$ cat src/rtl/rgbled_ctrl.sv
// Frame sequencer for a ws281x_drv chain: double-buffered per-LED colour store
// streamed one frame at a time through the driver's valid/ack/last handshake.
module rgbled_ctrl #(
  parameter int unsigned NumLeds = 2,
  parameter int unsigned IdxW    = (NumLeds > 1) ? $clog2(NumLeds) : 1
) (
  input  logic            clk_i,
  input  logic            rst_ni,
  input  logic            wr_en_i,
  input  logic [IdxW-1:0] wr_idx_i,
  input  logic [23:0]     wr_data_i,
  input  logic            update_i,
  input  logic            off_i,
  output logic            busy_o,
  output logic            go_o,
  input  logic            drv_idle_i,
  output logic [23:0]     data_o,
  output logic            data_valid_o,
  output logic            data_last_o,
  input  logic            data_ack_i
);

  typedef enum logic [1:0] {StIdle, StStart, StSend, StWaitIdle} state_e;

  localparam logic [IdxW-1:0] LastIdx = IdxW'(NumLeds - 1);

  state_e            state_q, state_d;
  logic [IdxW-1:0]   idx_q, idx_d;
  logic              pending_q, pending_d;
  logic              off_q;
  logic              busy_q;
  logic              start;
  logic [NumLeds-1:0] wr_sel;
  logic [23:0]       staging_q [NumLeds];
  logic [23:0]       active_q  [NumLeds];

  // Out-of-range indices decode to no entry, so such writes are dropped.
  always_comb begin
    wr_sel = '0;
    for (int unsigned i = 0; i < NumLeds; i++) begin
      wr_sel[i] = wr_en_i && (32'(wr_idx_i) == i);
    end
  end

  always_comb begin
    state_d   = state_q;
    idx_d     = idx_q;
    pending_d = pending_q;
    start     = 1'b0;
    if (update_i && (state_q != StIdle)) pending_d = 1'b1;
    case (state_q)
      StIdle: begin
        if (update_i || pending_q) start = 1'b1;
      end
      StStart: state_d = StSend;
      StSend: begin
        if (data_ack_i) begin
          if (idx_q == LastIdx) state_d = StWaitIdle;
          else                  idx_d   = idx_q + IdxW'(1);
        end
      end
      StWaitIdle: begin
        // An update arriving together with drv_idle_i is served now, not lost.
        if (drv_idle_i) begin
          if (pending_q || update_i) start   = 1'b1;
          else                       state_d = StIdle;
        end
      end
      default: state_d = StIdle;
    endcase
    if (start) begin
      state_d   = StStart;
      idx_d     = '0;
      pending_d = 1'b0;
    end
  end

  always_ff @(posedge clk_i or negedge rst_ni) begin
    if (!rst_ni) begin
      state_q   <= StIdle;
      idx_q     <= '0;
      pending_q <= 1'b0;
      off_q     <= 1'b0;
      busy_q    <= 1'b0;
    end else begin
      state_q   <= state_d;
      idx_q     <= idx_d;
      pending_q <= pending_d;
      busy_q    <= (state_d != StIdle) || pending_d;
      if (start) off_q <= off_i;
    end
  end

  always_ff @(posedge clk_i or negedge rst_ni) begin
    if (!rst_ni) begin
      for (int unsigned i = 0; i < NumLeds; i++) begin
        staging_q[i] <= '0;
        active_q[i]  <= '0;
      end
    end else begin
      for (int unsigned i = 0; i < NumLeds; i++) begin
        if (wr_sel[i]) staging_q[i] <= wr_data_i;
        // Same-cycle write is forwarded into the snapshot.
        if (start) active_q[i] <= wr_sel[i] ? wr_data_i : staging_q[i];
      end
    end
  end

  assign go_o         = (state_q == StStart) || (state_q == StSend);
  assign data_valid_o = (state_q == StSend);
  assign data_last_o  = data_valid_o && (idx_q == LastIdx);
  assign data_o       = (data_valid_o && !off_q) ? active_q[idx_q] : 24'h0;
  assign busy_o       = busy_q;

endmodule

$ cat config.mk
export PLATFORM = sky130hd
export DESIGN_NAME = rgbled_ctrl
export DESIGN_NICKNAME = d
export VERILOG_FILES = /design/src/rtl/rgbled_ctrl.sv
export SDC_FILE = /design/constraint.sdc
export NUM_CORES = 1
export LEC_CHECK = 0
export BUFFER_PORTS_ARGS = -buffer_cell sky130_fd_sc_hd__buf_2
export CAP_MARGIN = 20
export CORE_ASPECT_RATIO = 1.2
export CORE_UTILIZATION = 40
export DETAILED_ROUTE_END_ITERATION = 8
export PLACE_DENSITY = 0.67
export RECOVER_POWER = 50
export SKIP_CTS_REPAIR_TIMING = 1
export SLEW_MARGIN = 25
export SYNTH_ARGS = -nofsm -noshare
export SYNTH_HDL_FRONTEND = slang
export SYNTH_SLANG_ARGS = --single-unit
$ cat constraint.sdc
create_clock -name clk_i -period 2.2 [get_ports clk_i]
set_clock_uncertainty 0.1 [all_clocks]
set_input_delay 0.22 -clock clk_i [delete_from_list [all_inputs] [get_ports clk_i]]
set_output_delay 0.22 -clock clk_i [all_outputs]
set_load 0.02 [all_outputs]
## Word-level counts from Yosys, hierarchy flattened

Cells that the tools add are included.
Widths: inputs -> output; s select.

- Bits in registers: 102
- Input port bits: 32
- Word-level logic and storage cells: 52
- Output and inout bits: 28

- Equality and inequality tests: 3
- Multiplexer cells: 21
- $add $sub $neg: 1
- Bitwise operators: 2
- $lt $le $gt $ge: 1
- Reduce and logical (&&, ||, !) cells: 15

Operator list:

| cell | number |
|---|---|
| $mux 24 | 6 |
| $mux 2 | 5 |
| $mux 1 | 8 |
| $reduce_bool 2->1 | 4 |
| $pmux 2 s3 | 1 |
| $logic_and 1x1->1 | 5 |
| $eq 2x2->1 const B | 2 |
| $logic_or 1x1->1 | 3 |
| $eq 2x1->1 const B | 1 |
| $ge 2x2->1 const B | 1 |
| $logic_not 2->1 | 1 |
| $not 1->2 | 1 |
| $pmux 1 s2 | 1 |
| $reduce_and 2->1 | 1 |
| $add 1x1->1 const B | 1 |
| $logic_not 1->1 | 1 |
| $not 1->1 | 1 |

## Longest topological paths before layout

- Word-level depth: 7
- Depth in mapped cells: 6
- Mapped depth without buffers: 5

## Worst setup path before layout

OpenSTA, ideal clock, no wires.

- Path kind: reg-to-reg
- Start point: reg state_q[0]
- End point: reg active_q[18] (netlist name)
- Path buffers: 1
- Slack: 0.208 ns
- Required time: 1.975 ns
- Data arrival time: 1.767 ns
- Period minus slack after synthesis: 1.992 ns
- Cell stages (with the launch flop): 6
- Setup time: 0.125 ns
- Path through: dfrtp_1 inv_1 ha_1 nor3_4 buf_6 mux2_2

- Cells in the longest elaborated chain, start to end: 2
- Elaborated cells on any way between the ends: 3
- Classes of those cells: 1 x eq/ne; 1 x mux; 1 x reduce/logical

RTL lines:

| element | line | RTL |
|---|---|---|
| from (decl) | 27 | `state_e state_q, state_d;` |
| from (signal assigned) | 80 | `state_q <= StIdle;` |
| from (signal assigned) | 86 | `state_q <= state_d;` |
| $eq 2x2->1 / $logic_not 2->1 (equally long branches) | 51 | `case (state_q)` |
| $pmux 1 s2 * | 51 |  |
| to (signal, indexed assignment) | 104 | `if (start) active_q[i] <= wr_sel[i] ? wr_data_i : staging_q[i];` |
| to (decl) | 35 | `logic [23:0] active_q [NumLeds];` |

Mark *: on every way between the ends. The rest lies on a longest branch, timed or not.
A chain may end at the register's enable or synchronous reset.

## Worst setup path after layout

- Start point: reg state_q[0]
- End point: out data_o[15]

- Cells in the longest elaborated chain, start to end: 3

RTL lines:

| element | line | RTL |
|---|---|---|
| $eq 2x2->1 | 110 | `assign data_valid_o = (state_q == StSend);` |
| $logic_and 1x1->1 | 112 | `assign data_o = (data_valid_o && !off_q) ? active_q[idx_q] : 24'h0;` |
| $mux 24 | 112 |  |
| to (decl) | 17 | `output logic [23:0] data_o,` |

No other way between the ends.

==> qor.yml <==
run_status: "finished with violations"
violations: "DRC"
syn_to_final_growth_pct: 16.40
synth_top_area_share_pct: 57.27
critPathCaptureType: "output pin"
cts_tree: "done"
cts_buffers: 9
r2r_start: "state_q[0]$_DFF_PN0_"
clock_path_buffers: 2
ir_drop_v: 0.0009400
yosysUniqueCellTypes: 25
p_leak_uw: 0.002401
grt_pass1_wl_mm: 13.77
grt_pass1_vias: 2686
ys_ff_latch: 102
htree_levels: 3
tightest_slew_ns: 1.364
core_um2: 10670
finalSetupViolCount: 0
drive_gt1_share_pct: 43.37
synthTopCellsByArea: "dfrtp_1 57%, mux2_4 13%, mux2_2 13%, mux2i_1 5.6%, nor2_1 2.3%"
min_from: "wr_data_i[18]"
path_max_fanout: 20
synthesis.nets: 327
grt_max_degree: 103
finalMaxSlewViolations: 0
fmax_mhz: 474.9
wl_per_cell_um: 16.72
multi_input_area_um2: 1732
cp_cell_sequence: "inv_1 > ha_2 > nand2b_2 > buf_12 > nor2_1 > buf_2"
rsz0062_at_grt: "false"
netlist_area_um2: 4457
worstPathRequired_ns: 1.88
syn_avg_cell_area_um2: 15.26
yosysSeqAreaShare_pct: 57.27
numClockSinks: 102
period_share_pct: 95.72
grt_use_total_pct: 15.28
ios: 60
register_area_um2: 2554
antenna_found_initial: 0
nets: 392
dp_hpwl_mm: 5.238
vias_per_cell: 5.039
place.gp.congestion: 0.6877
fp-row-count: 41
clk-insertion-delay-late_ns: 0.34
fillers: 963
min_path_type: "primary input to flip-flop"
worstSetupStartpointType: "flip-flop"
vias: 2474
drc: 3
post-route-util_pct: 48.62
clk_pin_slew_ns: 0.08
placed_area_um2: 4936
dp_slack_ns: 0.1447
worstPathArrival_ns: 1.79
port_buffers: 59
powerDensity_nw_per_um2: 1374
period_minus_slack_ns: 2.106
cts_root_buffer: "clkbuf_16"
cp_slowest_cell: "dfrtp_1"
path_class: "flip-flop to output pin"
slowest_delay_ns: 0.43
power.total_uw: 7127
stdcell_area_um2: 5187
n_antenna_cell: 0
synth_area_leader_cell: "dfrtp_1"
die_area_um2: 11570
grt_overflow: 0
cp-startpoint: "state_q[0]$_DFF_PN0_"
hold_viol_final: 0
drt_iter0_markers: 69
wl_mm: 8.211
drtAntennaViolNets: 0
synth_cells: 292
drv_cap: 0
initial_core_util_pct: 41.77
die_height_um: 117.6
setup_tns_ns: 0
yosys_warnings: 0
firstDrtPassIters: 8
die_x_um: 98.36
worst_slack_ns: 0.09426
relSlewSlack_pct: 8.924
[layout make-up]
type / instances / area share, %
tap: 129 / 3.111
inverter: 3 / 0.2171
sequential: 102 / 49.23
clock inverter: 7 / 1.399
multi-input combinational: 171 / 33.38
clock buffer: 9 / 4.342
timing repair buffer: 70 / 8.321
[critical path, delay by kind of cell (launching register included)]
family | cells | cell delay, ns
fa+ha+maj | 1 | 0.24
buf+inv | 3 | 0.49
flops | 1 | 0.43
simple gates | 2 | 0.29
[power breakdown]
group / switching (uW) / internal, uW / total (uW)
Combinational: 1190 / 1490 / 2680
Clock: 756 / 804 / 1560
Sequential: 352 / 2530 / 2880
Total: 2300 / 4830 / 7130
[placed cells by master (no fill, tap or decap), drive strengths merged]
cell / netlist / final
a21bo: 1 / 1
a21oi: 2 / 2
and2: 1 / 1
and3b: 1 / 1
buf: 13 / 64
clkbuf: 3 / 12
clkinv: 0 / 2
clkinvlp: 0 / 1
dfrtp: 102 / 102
dlygate4sd3: 0 / 2
dlymetal6s2s: 0 / 1
ha: 3 / 3
inv: 3 / 7
mux2: 97 / 97
mux2i: 25 / 25
nand2: 4 / 4
nand2b: 3 / 3
nand4b: 1 / 1
nor2: 27 / 27
nor3: 1 / 1
nor3b: 1 / 1
o21a: 1 / 1
o221ai: 1 / 1
o22ai: 1 / 1
o32ai: 1 / 1
[Yosys cell counts, drive strengths merged]
cell    instances
dfrtp         102
mux2           97
nor2           27
mux2i          25
buf            13
nand2           4
clkbuf          3
ha              3
inv             3
nand2b          3
a21oi           2
a21bo           1
and2            1
and3b           1
nand4b          1
nor3            1
nor3b           1
o21a            1
o221ai          1
o22ai           1
o32ai           1
[kinds of logic (layout without fill, tap and decap cells)]
group,after synthesis,in the layout,share of synthesized area [%]
adder cells (fa/ha/maj),3,3,0.8423
AND/OR/NAND/NOR,39,39,4.155
buffers and inverters,19,89,3.088
flip-flops,102,102,57.27
multiplexers,122,122,33.49
AO/OA/AOI/OAI,7,7,1.151
[stage by stage]
stage / hold slack [ns] / instances
after floorplan: -0.1756 / 292
after global placement: 0.2244 / 473
after detailed placement: 0.2247 / 473
after CTS: -0.1398 / 489
after global routing: 0.02083 / 491
final: 0.02809 / 491
[worst paths after layout]
check	to	slack [ns]	cells after the start
min	staging_q[18]$_DFF_PN0_	0.03	2
max reg2reg	active_q[14]$_DFFE_PN0P_	0.13	5
max in group asynchronous	idx_q$_DFFE_PN0P_	1.13	3
min in group asynchronous	staging_q[10]$_DFF_PN0_	0.42	3
min reg2reg	off_q$_DFFE_PN0P_	0.38	1
max	data_o[15]	0.09	6
[sequential cells by signal (all words and copies together) (netlist names)]
signal     cells
active_q      48
idx_q          1
busy_o         1
off_q          1
pending_q      1
staging_q     48
state_q        2
[metal layers]
metal	vias to the layer above	share of wire [%]	track usage (%)	wire length, um
met5	-	0	0	0
met1	1269	47	20.33	3851
met4	0	0.90	3.918	74
li1	1150	-	-	-
met2	50	48	24.38	3934
met3	5	4.3	4.572	350
No activity file was read; power rests on OpenSTA's default activity.
